--- config.mk ---
export PLATFORM = sky130hd
export DESIGN_NAME = rsa_word_bridge
export DESIGN_NICKNAME = d
export VERILOG_FILES = /design/src/rtl/rsa_word_bridge_pkg.sv /design/src/rtl/rsa_word_serializer.sv /design/src/rtl/rsa_word_bridge.sv
export SDC_FILE = /design/constraint.sdc
export NUM_CORES = 2
export LEC_CHECK = 0
export CAP_MARGIN = 20
export CORE_AREA = 10 10 424 426
export DETAILED_ROUTE_END_ITERATION = 12
export DIE_AREA = 0 0 434 436
export HOLD_SLACK_MARGIN = 0.06
export PLACE_DENSITY_LB_ADDON = 0.25
export SYNTH_ARGS = -nofsm -noshare
export SYNTH_HDL_FRONTEND = slang
export SYNTH_SLANG_ARGS = --single-unit
--- constraint.sdc ---
create_clock -name clk -period 3.61 [get_ports clk]
set_input_delay 0.361 -clock clk [delete_from_list [all_inputs] [get_ports clk]]
set_output_delay 0.361 -clock clk [all_outputs]
set_load 0.005 [all_outputs]
--- src/rtl/rsa_word_bridge_pkg.sv ---
// Shared types and sizing for the word-serial RSA front-end.
// The key type, word geometry and bridge state encoding all live here.
package rsa_word_bridge_pkg;

  localparam int MOD_WIDTH     = 256;
  localparam int WORD_WIDTH    = 32;
  localparam int WORDS_PER_KEY = MOD_WIDTH / WORD_WIDTH;

  typedef logic [MOD_WIDTH-1:0] KeyType;

  typedef enum logic [1:0] {
    LOAD  = 2'd0,
    ISSUE = 2'd1,
    WAIT  = 2'd2,
    SEND  = 2'd3
  } bridge_state_e;

endpackage

--- src/rtl/rsa_word_serializer.sv ---
// Holds one KeyType result and streams it out least-significant word first,
// flagging the final word with last.
module rsa_word_serializer
  import rsa_word_bridge_pkg::*;
#(
  parameter int WORD_WIDTH = rsa_word_bridge_pkg::WORD_WIDTH
) (
  input  logic                  clk,
  input  logic                  rst,
  input  logic                  load,
  input  KeyType                data,
  output logic                  valid,
  input  logic                  ready,
  output logic [WORD_WIDTH-1:0] word,
  output logic                  last
);

  localparam int NWORDS = MOD_WIDTH / WORD_WIDTH;
  localparam int IDX_W  = (NWORDS > 1) ? $clog2(NWORDS) : 1;

  KeyType           result;
  logic [IDX_W-1:0] idx;
  logic             busy;

  assign valid = busy;
  assign word  = result[idx*WORD_WIDTH +: WORD_WIDTH];
  assign last  = busy && (idx == IDX_W'(NWORDS - 1));

  // NOTE: state is updated with non-blocking assignments so every flop samples
  // pre-edge values, independent of statement order.
  always_ff @(posedge clk or negedge rst) begin
    if (!rst) begin
      result <= '0;
      idx    <= '0;
      busy   <= 1'b0;
    end else if (load) begin
      result <= data;
      idx    <= '0;
      busy   <= 1'b1;
    end else if (busy && ready) begin
      if (last) begin
        busy <= 1'b0;
        idx  <= '0;
      end else begin
        idx  <= idx + IDX_W'(1);
      end
    end
  end

endmodule

--- src/rtl/rsa_word_bridge.sv ---
// Word-serial front-end for the RSA core: gathers msg/key/modulus from a word
// stream, issues one core request, then streams the result back out.
module rsa_word_bridge
  import rsa_word_bridge_pkg::*;
#(
  parameter int WORD_WIDTH = rsa_word_bridge_pkg::WORD_WIDTH
) (
  input  logic                  clk,
  input  logic                  rst,
  input  logic                  s_valid,
  output logic                  s_ready,
  input  logic [WORD_WIDTH-1:0] s_data,
  output logic                  core_valid,
  input  logic                  core_ready,
  output KeyType                core_msg,
  output KeyType                core_key,
  output KeyType                core_modulus,
  input  logic                  core_o_valid,
  output logic                  core_o_ready,
  input  KeyType                core_crypto,
  output logic                  m_valid,
  input  logic                  m_ready,
  output logic [WORD_WIDTH-1:0] m_data,
  output logic                  m_last
);

  localparam int NWORDS = MOD_WIDTH / WORD_WIDTH;
  localparam int NSLOTS = 3 * NWORDS;
  localparam int CNT_W  = $clog2(NSLOTS);

  bridge_state_e   state;
  logic [CNT_W-1:0] cnt;
  logic [WORD_WIDTH-1:0] op_buf [NSLOTS];

  logic accept;
  logic last_slot;
  logic capture;

  assign s_ready      = (state == LOAD);
  assign core_valid   = (state == ISSUE);
  assign core_o_ready = (state == WAIT);

  assign accept    = s_valid && s_ready;
  assign last_slot = (cnt == CNT_W'(NSLOTS - 1));
  assign capture   = core_o_valid && core_o_ready;

  // NOTE: the operand buffer is pure storage whose contents are only consumed
  // after a full load, so it carries no reset and can map onto plain RAM/flops.
  always_ff @(posedge clk) begin
    if (accept) op_buf[cnt] <= s_data;
  end

  // Operands are copied out on the final word so the core sees a stable request
  // while the buffer is being refilled for the next one.
  always_ff @(posedge clk or negedge rst) begin
    if (!rst) begin
      core_msg     <= '0;
      core_key     <= '0;
      core_modulus <= '0;
    end else if (accept && last_slot) begin
      for (int i = 0; i < NWORDS; i++) begin
        core_msg[i*WORD_WIDTH +: WORD_WIDTH] <= op_buf[i];
        core_key[i*WORD_WIDTH +: WORD_WIDTH] <= op_buf[NWORDS + i];
        core_modulus[i*WORD_WIDTH +: WORD_WIDTH] <=
          (i == NWORDS - 1) ? s_data : op_buf[2*NWORDS + i];
      end
    end
  end

  always_ff @(posedge clk or negedge rst) begin
    if (!rst) begin
      state <= LOAD;
      cnt   <= '0;
    end else begin
      case (state)
        LOAD: begin
          if (accept) begin
            if (last_slot) begin
              state <= ISSUE;
              cnt   <= '0;
            end else begin
              cnt   <= cnt + CNT_W'(1);
            end
          end
        end
        ISSUE: if (core_ready)                   state <= WAIT;
        WAIT:  if (core_o_valid)                 state <= SEND;
        SEND:  if (m_valid && m_ready && m_last) state <= LOAD;
        default:                                 state <= LOAD;
      endcase
    end
  end

  rsa_word_serializer #(
    .WORD_WIDTH(WORD_WIDTH)
  ) u_serializer (
    .clk  (clk),
    .rst  (rst),
    .load (capture),
    .data (core_crypto),
    .valid(m_valid),
    .ready(m_ready),
    .word (m_data),
    .last (m_last)
  );

endmodule

==> qor.txt <==
clock insertion delay at the later pin of the skew report -> 0.82 ns
Final period util -> 94.6%
port bufs -> 1098
HPWL after DPL -> 143 mm
final RePlAce weighted congestion -> 0.820
Syn-to-layout area delta -> 31.4%
via count -> 33700
H-tree level count -> 4
Floorplan Core Area -> 171000 µm²
crit path launch type -> flip-flop
largest clock skew in the final design -> 0.0430 ns
Critical Setup Path Class -> reg -> out
unrepaired setup endpoints after global routing -> no
internal power summed over all cells -> 38.9 mW
Max Fanout on Critical Path -> 19
worst slew slack as a fraction of its limit -> 22.0%
via count of the first global-routing pass -> 35200
Top-Level Pins -> 1099
Clock Path Buffers -> 3
top cells by count, synth -> dfrtp_1 (1035), edfxtp_1 (736), mux2_2 (557)
Iteration-0 DRC Markers -> 2691
slowest cell delay on critical path -> 0.60 ns
Chip Width -> 434 µm
Post-synth EDFFs -> 736
cell breakdown of the critical path -> buf_4, mux4_2, mux2_2, clkdlybuf4s50_1
Max Fclk -> 0.293 GHz
area share of the largest cell type after synthesis -> 41.0%
Resized Gates After CTS -> 0
prevailing post-synth register cell -> dfrtp_1
clock-pin slew of the registers on the worst-case setup and hold paths -> 0.06 ns
setup TNS after final layout -> 0 ns
power density cells -> 626 nW/µm²
post-synthesis net count -> 3415
Setup violations, final -> 0
pre-CTS setup slack -> 0.611 ns
most repeated cell in the gate-level netlist after synthesis -> dfrtp_1
Synth async-reset ratio -> 58.4%
total chip power -> 52.0 mW
drt via density -> 4.98
Synth area leader -> dfrtp_1
effective utilization at floorplan -> 36.9%
Post-Synthesis Cells -> 3111
CP Capture Type -> primary output
Yosys warning total -> 0
mean routed wirelength per cell -> 30.7 µm
final layout net count -> 4654
cell leakage power -> 34.5 nW
Worst Max-Slew Pin Slew -> 1.17 ns
initial antenna violation count -> 55
setup slack after layout -> 0.196 ns
worst path required time -> 3.25 ns
number of distinct library cell variants in the gate-level netlist after synthesis -> 35
combinational cell fraction of total power -> 16.7%
total global routing overflow -> 0
VDD IR max -> 0.455 mV
Critical path buffers and inverters -> 2
fraction of power spent switching nets -> 25.1%
Rows -> 152
cell area after synthesis -> 63200 µm²
total die area -> 189000 µm²
CTS buffer count -> 183
Routed Wire Length -> 208 mm
share of layout cells above drive strength 1 -> 23.3%
number of pins exceeding their max-slew limit in the final report -> 0
flops & latches, synth -> 1771
remaining design rule violation count -> 0
Hold Path Class -> in -> reg
root cell of the clock tree -> clkbuf_16
part of the Yosys area used for sequential elements -> 76.0%
height of the die -> 436 µm
time the final worst path needs with I/O delays and setup -> 3.41 ns
TritonCTS clock tree -> yes
global-route wire length before repair -> 287 mm
Synth Area per Inst -> 20.3 µm²
total number of clock tree sinks -> 1771
maximum number of pins on one net before global-route repair -> 134
remaining antenna violation count -> 0
P_sw -> 13.0 mW
data arrival time at the worst-slack endpoint -> 3.05 ns
Clk network pwr share -> 36.5%
Global Route Usage Sum -> 21.5%
part of the power in registers -> 46.9%
run status -> completed
final cell utilization of the core -> 48.5%
number of max-cap violations -> 0
ranking of synthesized cells by area -> dfrtp_1 (41%), edfxtp_1 (35%), mux2_2 (9.9%), mux2_1 (8.9%), mux4_2 (2.3%)
critical path's slowest cell -> clkdlybuf4s50_1
category of cells accounting for the largest share of critical-path delay -> buffers and inverters
final count of hold timing violations -> 0
number of iterations in the first detailed-routing pass -> 5
[worst register-to-register path: stages (launching register included)]
cell	delay [ns]
dfrtp_1	0.41
inv_1	0.11
ha_1	0.23
and2_1	0.37
nand2_4	0.21
nor2_4	0.26
buf_12	0.21
buf_4	0.50
mux2_2	0.44
[worst paths after layout]
kind	from	end	slack (ns)	cells after the start
setup / recovery	u_serializer.idx[0]	m_data[5]	0.20	4
hold / removal	core_crypto[109]	u_serializer.result[109]	0.14	2
setup reg to reg	state[0]	core_key[199]	0.75	8
hold reg to reg	op_buf[18][28]	core_modulus[92]	0.43	1
max in group asynchronous	rst	core_key[117]	2.19	3
min in group asynchronous	rst	core_key[243]	0.16	2
[logic make-up (layout without fill, tap and decap cells)]
family	after synthesis	in the layout	synth area share, %
buffers and inverters	142	1541	2.12
xor gates and xnor gates	2	2	0.0277
other	0	25	0
adders and majority gates	10	10	0.198
DFF	1771	1771	76.0
muxes	1121	1121	21.1
AOI/OAI and AO/OA	11	11	0.115
and+or+nand+nor	54	54	0.404
[power by group through the flow]
| stage | sequential (mW) | clock (mW) | combinational, mW |
|---|---|---|---|
| 2_1_floorplan | 24.3 | 0 | 4.54 |
| 3_3_place_gp | 24.6 | 0 | 8.68 |
| 3_5_place_dp | 24.7 | 0 | 8.79 |
| 4_1_cts | 24.4 | 19.4 | 8.83 |
| 5_1_grt | 24.6 | 20.2 | 9.19 |
| 6_report | 24.4 | 18.9 | 8.66 |
[layout by cell type, fill, tap and decap left out, types with 3 or more instances in the layout]
| cell type | instances |
|---|---|
| a21oi_1 | 3 |
| buf_12 | 37 |
| buf_2 | 32 |
| buf_4 | 46 |
| bufinv_16 | 8 |
| clkbuf_1 | 49 |
| clkbuf_16 | 185 |
| clkbuf_8 | 34 |
| clkdlybuf4s50_1 | 1065 |
| clkinv_1 | 12 |
| clkinv_16 | 7 |
| clkinv_2 | 35 |
| dfrtp_1 | 1032 |
| diode_2 | 25 |
| dlygate4sd3_1 | 7 |
| edfxtp_1 | 736 |
| ha_1 | 10 |
| inv_1 | 8 |
| inv_6 | 6 |
| mux2_1 | 500 |
| mux2_2 | 557 |
| mux4_2 | 64 |
| nand2_1 | 10 |
| nand3_1 | 3 |
| nor2_1 | 6 |
| nor2_4 | 24 |
[per-stage QoR]
step,instance area [µm²],hold WS [ns],cells
finish,83000,0.144,6768
global route,83000,0.0984,6753
CTS,82900,0.0614,6743
detailed placement,76700,0.411,6391
global placement,76700,0.416,6391
floorplan,63200,0.0654,3111
[per-layer routing]
layer	global-route usage [%]	vias to the layer above	wire [µm]
li1	-	14100	-
met1	25.4	18000	78600
met2	36.5	1171	104000
met3	5.01	368	13400
met4	10.7	20	11500
met5	0	-	127
[sequential cells by signal (all words and copies together), names as in the netlist]
| name | count |
|---|---|
| cnt | 5 |
| core_key | 256 |
| core_modulus | 256 |
| core_msg | 256 |
| op_buf | 736 |
| state | 2 |
| u_serializer.idx | 3 |
| u_serializer.result | 256 |
| u_serializer.valid | 1 |
[cell type report]
type / count / area (µm²)
multi-input combinational: 1198 / 14000
sequential: 1771 / 48000
tap: 2233 / 2790
inverter: 8 / 30.0
clock inverter: 77 / 840
clock buffer: 268 / 5280
fill: 14400 / 88000
timing repair buffer: 1188 / 12000
antenna: 25 / 62.6
[repair_timing]
| item | 4_1_cts | 5_1_grt |
|---|---|---|
| buffers inserted | 0 | 0 |
| hold buffers | 7 | 0 |
| hold endpoints to repair | 163 | 0 |
Note: power is estimated with default switching activity, not from simulation.
